[config.mk]
export PLATFORM = sky130hd
export DESIGN_NAME = bin_to_gray_stream_flat
export DESIGN_NICKNAME = d
export VERILOG_FILES = /design/src/rtl/bin_gray_pkg.sv /design/src/rtl/bin_to_gray_stream_if.sv /design/src/rtl/bin_gray_skid.sv /design/src/rtl/bin_to_gray_stream.sv /design/src/flat_wrapper.sv
export SDC_FILE = /design/constraint.sdc
export NUM_CORES = 1
export LEC_CHECK = 0
export CAP_MARGIN = 20
export CORE_MARGIN = 2
export CORE_UTILIZATION = 51
export DETAILED_ROUTE_END_ITERATION = 8
export GPL_TIMING_DRIVEN = 0
export PLACE_DENSITY = 0.8
export SETUP_SLACK_MARGIN = 0.1
export SLEW_MARGIN = 20
export SYNTH_ARGS = -nofsm -noshare
export SYNTH_HDL_FRONTEND = slang
export SYNTH_SLANG_ARGS = --single-unit
[constraint.sdc]
create_clock -name clk -period 2.2 [get_ports clk]
set_input_delay 0.44 -clock clk [delete_from_list [all_inputs] [get_ports clk]]
set_output_delay 0.44 -clock clk [all_outputs]
set_load 0.03 [all_outputs]
[src/rtl/bin_gray_pkg.sv]
// Shared Gray-code helpers and skid-buffer state type for the Gray encode/decode paths.
package bin_gray_pkg;

  localparam int unsigned MaxWidth = 32;

  typedef enum logic [1:0] {EMPTY, ONE, FULL} skid_state_t;

  // Callers zero-extend to MaxWidth and truncate the result back to their own width.
  function automatic logic [MaxWidth-1:0] bin2gray(input logic [MaxWidth-1:0] b);
    return b ^ (b >> 1);
  endfunction

  function automatic logic [MaxWidth-1:0] gray2bin(input logic [MaxWidth-1:0] g);
    logic [MaxWidth-1:0] b;
    b[MaxWidth-1] = g[MaxWidth-1];
    for (int i = MaxWidth - 2; i >= 0; i--) begin
      b[i] = b[i+1] ^ g[i];
    end
    return b;
  endfunction

  function automatic int unsigned popcount(input logic [MaxWidth-1:0] v);
    int unsigned cnt;
    cnt = 0;
    for (int i = 0; i < MaxWidth; i++) begin
      cnt = cnt + 32'(v[i]);
    end
    return cnt;
  endfunction

endpackage

[src/rtl/bin_to_gray_stream_if.sv]
// Input (binary) and output (Gray) valid/ready streams of bin_to_gray_stream.
interface bin_to_gray_stream_if #(
  parameter int unsigned WIDTH = 4
);
  logic             in_valid;
  logic             in_ready;
  logic [WIDTH-1:0] in_bin;
  logic             out_valid;
  logic             out_ready;
  logic [WIDTH-1:0] out_gray;

  // Environment side: produces binary words, consumes Gray words.
  modport master (
    output in_valid, in_bin, out_ready,
    input  in_ready, out_valid, out_gray
  );

  // Encoder side.
  modport slave (
    input  in_valid, in_bin, out_ready,
    output in_ready, out_valid, out_gray
  );
endinterface

[src/rtl/bin_gray_skid.sv]
// Generic 2-entry valid/ready skid buffer with registered in_ready and out_valid.
module bin_gray_skid
  import bin_gray_pkg::*;
#(
  parameter int unsigned WIDTH = 4
) (
  input  logic             clk,
  input  logic             rst_n,
  input  logic             in_valid,
  output logic             in_ready,
  input  logic [WIDTH-1:0] in_data,
  output logic             out_valid,
  input  logic             out_ready,
  output logic [WIDTH-1:0] out_data
);

  skid_state_t      state_q;
  logic [WIDTH-1:0] head_q;
  logic [WIDTH-1:0] skid_q;
  logic             ready_q;
  logic             valid_q;
  logic             push;
  logic             pop;

  assign push      = in_valid & ready_q;
  assign pop       = valid_q & out_ready;
  assign in_ready  = ready_q;
  assign out_valid = valid_q;
  assign out_data  = head_q;

  // ready/valid are written alongside the state so they always reflect the next occupancy.
  always_ff @(posedge clk) begin
    if (!rst_n) begin
      state_q <= EMPTY;
      head_q  <= '0;
      skid_q  <= '0;
      ready_q <= 1'b0;
      valid_q <= 1'b0;
    end else begin
      unique case (state_q)
        EMPTY: begin
          ready_q <= 1'b1;
          valid_q <= push;
          if (push) begin
            head_q  <= in_data;
            state_q <= ONE;
          end
        end
        ONE: begin
          if (push && !pop) begin
            skid_q  <= in_data;
            state_q <= FULL;
            ready_q <= 1'b0;
          end else if (pop && !push) begin
            state_q <= EMPTY;
            valid_q <= 1'b0;
          end else if (push && pop) begin
            head_q <= in_data;
          end
        end
        FULL: begin
          if (pop) begin
            head_q  <= skid_q;
            state_q <= ONE;
            ready_q <= 1'b1;
          end
        end
        default: begin
          state_q <= EMPTY;
          ready_q <= 1'b1;
          valid_q <= 1'b0;
        end
      endcase
    end
  end

endmodule

[src/rtl/bin_to_gray_stream.sv]
// Streaming binary-to-Gray encoder over a 2-entry skid buffer.
// Define GRAY_ADJ_CHECK_EN to add the adj_err output flagging non-adjacent consecutive pops.
module bin_to_gray_stream
  import bin_gray_pkg::*;
#(
  parameter int unsigned WIDTH = 4
) (
  input  logic                clk,
  input  logic                rst_n,
  bin_to_gray_stream_if.slave bus
`ifdef GRAY_ADJ_CHECK_EN
  ,
  output logic                adj_err
`endif
);

  logic [WIDTH-1:0] gray_in;

  // Encode at push so the buffer stores Gray words.
  assign gray_in = WIDTH'(bin2gray(MaxWidth'(bus.in_bin)));

  bin_gray_skid #(
    .WIDTH(WIDTH)
  ) u_skid (
    .clk      (clk),
    .rst_n    (rst_n),
    .in_valid (bus.in_valid),
    .in_ready (bus.in_ready),
    .in_data  (gray_in),
    .out_valid(bus.out_valid),
    .out_ready(bus.out_ready),
    .out_data (bus.out_gray)
  );

`ifdef GRAY_ADJ_CHECK_EN
  logic [WIDTH-1:0] last_q;
  logic             seen_q;
  logic             adj_err_q;
  logic             pop;

  assign pop     = bus.out_valid & bus.out_ready;
  assign adj_err = adj_err_q;

  always_ff @(posedge clk) begin
    if (!rst_n) begin
      last_q    <= '0;
      seen_q    <= 1'b0;
      adj_err_q <= 1'b0;
    end else begin
      adj_err_q <= 1'b0;
      if (pop) begin
        last_q <= bus.out_gray;
        seen_q <= 1'b1;
        if (seen_q) begin
          adj_err_q <= popcount(MaxWidth'(bus.out_gray ^ last_q)) != 1;
        end
      end
    end
  end
`endif

endmodule

[src/flat_wrapper.sv]
// flat-port wrapper written by rule: the top's interface ports become plain ports
module bin_to_gray_stream_flat import bin_gray_pkg::*;
#(
  parameter int unsigned WIDTH = 4
)
  (clk, rst_n, bus_in_valid, bus_in_bin, bus_out_ready, bus_in_ready, bus_out_valid, bus_out_gray);
  bin_to_gray_stream_if #(.WIDTH(WIDTH)) bus_i ();
  input  logic clk;
  input  logic rst_n;
  input wire logic [$bits(bus_i.in_valid)-1:0] bus_in_valid;
  input wire logic [$bits(bus_i.in_bin)-1:0] bus_in_bin;
  input wire logic [$bits(bus_i.out_ready)-1:0] bus_out_ready;
  output wire logic [$bits(bus_i.in_ready)-1:0] bus_in_ready;
  output wire logic [$bits(bus_i.out_valid)-1:0] bus_out_valid;
  output wire logic [$bits(bus_i.out_gray)-1:0] bus_out_gray;
  assign bus_i.in_valid = bus_in_valid;
  assign bus_i.in_bin = bus_in_bin;
  assign bus_i.out_ready = bus_out_ready;
  assign bus_in_ready = bus_i.in_ready;
  assign bus_out_valid = bus_i.out_valid;
  assign bus_out_gray = bus_i.out_gray;
  bin_to_gray_stream #(.WIDTH(WIDTH)) u_core (.clk(clk), .rst_n(rst_n), .bus(bus_i));
endmodule
# After elaboration in Yosys (flattened, before gate mapping)
# Cells that the tools add are included.
[totals] regBits=12 input_bits=8 word_cells=48
[op_classes] eq_ne=10 reduce_logical=12 muxes=17 bitwise_logic=4
[op_table] cell="$mux 4" count=5
[op_table] cell="$ne 2x2->1 const B" count=7
[op_table] cell="$pmux 4 s3" count=1
[op_table] cell="$mux 2" count=4
[op_table] cell="$pmux 2 s3" count=1
[op_table] cell="$reduce_and 3->1" count=2
[op_table] cell="$reduce_and 6->1" count=1
[op_table] cell="$mux 1" count=4
[op_table] cell="$reduce_and 2->1" count=2
[op_table] cell="$xor 4x3->4" count=1
[op_table] cell="$logic_and 1x1->1" count=3
[op_table] cell="$ne 3x3->1 const B" count=1
[op_table] cell="$pmux 1 s3" count=1
[op_table] cell="$reduce_bool 3->1" count=1
[op_table] cell="$and 1x1->1" count=2
[op_table] cell="$eq 2x1->1 const B" count=1
[op_table] cell="$eq 2x2->1 const B" count=1
[op_table] cell="$logic_not 1->1" count=2
[op_table] cell="$logic_not 2->1" count=1
[op_table] cell="$pmux 1 s2" count=1
[op_table] cell="$not 1->1" count=1

# Longest topological paths before layout
[logic_depth] depth_word=6 ltp_mapped=7 ltp_nobuf=7

# Hierarchy
# Synthesis repeated with hierarchy kept, for this count alone.
[hier_totals] hier_cells=73 hier_area_um2=650.6
[modules_own_cells] mod="bin_gray_skid" cells_each=70 n_inst=1 area_per_inst_um2=624.3 seq_area_each_um2=240.2
[modules_own_cells] mod="bin_to_gray_stream" cells_each=3 n_inst=1 area_per_inst_um2=26.3 seq_area_each_um2=0.0

# Worst setup path after synthesis
# No wires, ideal clock.
[synth_timing] kind="register -> register" startpoint="register u_core.u_skid.valid_q (netlist: u_core.u_skid.out_valid)" endpoint="register u_core.u_skid.head_q[3] (netlist: u_core.u_skid.out_data[3])" t_arrival_ns=1.517 setup_time_ns=0.115 path_slack_ns=0.569 path_stages_with_launch=7 n_path_buf=0 path_cell_list="dfxtp_1 > nand2_1 > ha_1 > nor2_1 > nand3_4 > and3_1 > o21a_1"
[synth_between] elab_chain_cells=5 word_cells_on_any_way=10 cone_classes="eq/ne: 4; bitwise: 1; reduce/logical: 5"
[synth_rtl] element="start: declaration" line="bin_gray_skid.sv:21" rtl="logic valid_q;"
[synth_rtl] element="start signal: assignment" line="bin_gray_skid.sv:43" rtl="valid_q <= push;"
[synth_rtl] element="$and 1x1->1 *" line="bin_gray_skid.sv:26" rtl="assign pop = valid_q & out_ready;"
[synth_rtl] element="$logic_not 1->1" line="bin_gray_skid.sv:50" rtl="if (push && !pop) begin"
[synth_rtl] element="$logic_and 1x1->1" line="bin_gray_skid.sv:50"
[synth_rtl] element="$ne 2x2->1 (no line)"
[synth_rtl] element="$reduce_and 6->1 (no line) *"
[synth_rtl] element="end signal: assignment" line="bin_gray_skid.sv:45" rtl="head_q <= in_data;"
[synth_rtl] element="end signal: assignment" line="bin_gray_skid.sv:58" rtl="head_q <= in_data;"
[synth_rtl] element="end signal: assignment" line="bin_gray_skid.sv:63" rtl="head_q <= skid_q;"
[synth_rtl] element="end: declaration" line="bin_gray_skid.sv:18" rtl="logic [WIDTH-1:0] head_q;"
# Mark *: on every way between the ends. The rest lies on a longest branch, timed or not.
# A chain may end at the register's enable or synchronous reset.

# Worst setup path after layout
[layout_timing] startpoint="input port bus_out_ready" endpoint="register u_core.u_skid.head_q[3] (netlist: u_core.u_skid.out_data[3])"
[layout_between] elab_chain_cells=5 word_cells_on_any_way=10 cone_classes="eq/ne: 4; bitwise: 1; reduce/logical: 5"
[layout_rtl] element="start: declaration" line="flat_wrapper.sv:12" rtl="input wire logic [$bits(bus_i.out_ready)-1:0] bus_out_ready;"
[layout_rtl] element="$and 1x1->1 *" line="bin_gray_skid.sv:26"
[layout_rtl] element="$logic_not 1->1" line="bin_gray_skid.sv:50"
[layout_rtl] element="$logic_and 1x1->1" line="bin_gray_skid.sv:50"
[layout_rtl] element="$ne 2x2->1 (no line)"
[layout_rtl] element="$reduce_and 6->1 (no line) *"
# Marked as above.

==> results_dict.tcl <==
set metrics [dict create \
    cp-start-kind "primary input" \
    final_cell_mix "clkdlybuf4s50_1 (13), dfxtp_1 (12), nand2_1 (9)" \
    r2r_cells 7 \
    holdCritStartpoint "u_core.u_skid.skid_q[3]" \
    hold_class "reg -> reg" \
    holdBufCountCts 0 \
    report.final.slew_viol_count 0 \
    place_ws_ps 99.8 \
    ir_worst_vdd_mv 0.435 \
    finalHoldViolCount 0 \
    path_clk_slew_ps 70 \
    dp_cells 94 \
    worstReg2RegEnd "u_core.u_skid.out_data[3]" \
    avgSynthCellArea_um2 10.1 \
    die-area_mm2 0.00162 \
    syn_area_um2 668 \
    cts.sinks 12 \
    drt_iter0_markers 0 \
    grt_usage 0.174 \
    powerDensity_mw_per_mm2 555 \
    core_area_mm2 0.00127 \
    cp.arrival_ps 1990 \
    whs_path_depth 2 \
    rows 13 \
    clk_latency_ps 270 \
    final_layout_size_suffix_gt1_frac 0.171 \
    final_common_cell "clkdlybuf4s50_1" \
    nNetsFinal 95 \
    period_share 0.830 \
    r2r-start "u_core.u_skid.out_valid" \
    required_ps 2370 \
    setup.worst_path.end_class "flop" \
    crit_fanout 8 \
    tightest_slew_ps 399 \
    holdPathEnd "u_core.u_skid.skid_q[3]" \
    tns_ps 0 \
    dp_hpwl_um 944 \
    diodes 0 \
    tritoncts "built" \
    ys_types 28 \
    fin_crit_ps 1830 \
    cts-root-buf "clkbuf_4" \
    antenna_found_initial 0 \
    portBuffers 13 \
    grt_max_degree 11 \
    ys_warn_count 0 \
    vias_per_cell 5.54 \
    post_cts_resized 0 \
    grt_pass1_vias 415 \
    setup_viol 0 \
    p_leak_nw 0.376 \
    cts_buffer_depth 2 \
    overflow 0 \
    firstDrtPassIters 1 \
    area_growth_syn_to_layout_pct 25.7 \
    syn_nets 77 \
    status "finished, final reports clean" \
    gp_congestion 0.665 \
    skew_ps 3.59 \
    vias 537 \
    drcViolationCount 0 \
    grt_pass1_wl_um 1700 \
    synthCells 66 \
    finalNonFillerCells 97 \
    initial_core_util 0.527 \
    finalWirelength_um 1190 \
    setup.worst_path.class "in -> reg" \
    die_w_um 40.2 \
    setup_ws_ps 374 \
    maxCapViolCount 0 \
    h-tree-depth 1 \
    slew-limit-headroom 0.734 \
    max_freq_mhz 548 \
    rsz0062_at_grt "false" \
    finalPower_w 0.000466 \
    die_height_um 40.2 \
    io_pins 14 \
    ys_ff_latch 12 \
    routedWlPerCell_um 12.3 \
    yosysSeqAreaShare 0.360 \
    cts_buffers 3 \
    post_cts_buffers 0 \
    r2r_setup_slack_ps 650 \
    ant_nets 0 \
]
-- metal layers --
layer  GRT usage  vias up  routed length (um)  share of wire
met5           0        -                   0              0
met4       0.125        0                  31          0.026
met3      0.0500        4                  38          0.032
met2       0.298        9                 583           0.49
met1       0.179      250                 536           0.45
li1            -      274                   -              -
-- worst max-delay path, stage by stage --
cell and delay, ps:
clkdlybuf4s50_1 410, nand2_1 110, inv_1 110, ha_1 220
nor2_1 180, nand3_4 160, and3_1 200, o21a_1 170
-- synthesized netlist by cell type --
library cell  instances  share of area
dfxtp_1              12           0.36
ha_1                  3          0.056
and2_4                1          0.013
o211a_1               4          0.060
a21oi_1               2          0.015
mux2i_1               1          0.015
a41o_1                3          0.045
a21boi_0              2          0.022
nor2_1                1         0.0056
buf_2                 1         0.0075
and2b_4               1          0.015
and4bb_4              1          0.024
a221oi_2              3          0.067
and2b_2               1          0.013
o21ai_0               4          0.030
and3_1                1         0.0094
nand2b_1              1         0.0094
nand3_4               1          0.026
nand2_1               9          0.051
a21oi_4               1          0.024
o22ai_1               1         0.0094
clkbuf_1              1         0.0056
o21a_1                2          0.022
inv_1                 3          0.017
a21boi_1              1          0.011
xnor2_1               3          0.039
buf_6                 1          0.017
and2_1                1         0.0094
-- sequential cells by signal, indices dropped and copies added (netlist names) --
register and count:
u_core.u_skid.out_valid 1, u_core.u_skid.in_ready 1, u_core.u_skid.out_data 4, u_core.u_skid.skid_q 4, u_core.u_skid.state_q 2
-- where the power goes --
| group | internal [W] | total [W] | switching, W |
|---|---|---|---|
| combinational | 0.0000498 | 0.000102 | 0.0000525 |
| clock | 0.0000633 | 0.000129 | 0.0000657 |
| sequential | 0.000228 | 0.000234 | 0.00000622 |
| total | 0.000341 | 0.000466 | 0.000124 |
-- through the flow --
stage / instance area (um^2) / util / hold slack [ps]
after floorplan: 668 / - / 434
after global routing: 840 / 0.662 / 501
after detailed placement: 817 / 0.644 / 450
final: 840 / 0.662 / 456
after global placement: 817 / 0.644 / 451
after CTS: 840 / 0.662 / 460
-- how the worst max path moves through the flow --
stage | start | endpoint | slack (ps) | cells past startpoint
finish | bus_out_ready | u_core.u_skid.out_data[3] | 370 | 8
global route | bus_out_ready | u_core.u_skid.out_data[3] | 300 | 8
CTS | bus_out_ready | u_core.u_skid.out_data[2] | 370 | 8
detailed placement | bus_out_ready | u_core.u_skid.out_data[3] | 100 | 8
global placement | bus_in_valid | u_core.u_skid.out_data[3] | 130 | 8
floorplan | u_core.u_skid.out_valid | u_core.u_skid.out_data[3] | 570 | 6
-- area by class of cell --
cell class                      count  area (um^2)
Timing Repair Buffer               13          130
Tap cell                           15         18.8
Buffer                              3         20.0
Fill cell                         113          429
Multi-Input combinational cell     48          397
Clock buffer                        3         22.5
Inverter                            3         11.3
Sequential cell                    12          240
-- logic make-up after synthesis --
group                    count (synthesis)  share of synthesized area
flip-flops                              12                      0.360
multiplexers                             1                     0.0150
adder cells (fa/ha/maj)                  3                     0.0562
AO/OA/AOI/OAI                           23                      0.307
buffers and inverters                    6                     0.0468
AND/OR/NAND/NOR                         18                      0.176
XOR/XNOR                                 3                     0.0393
Power figures use the tool's default switching activity.
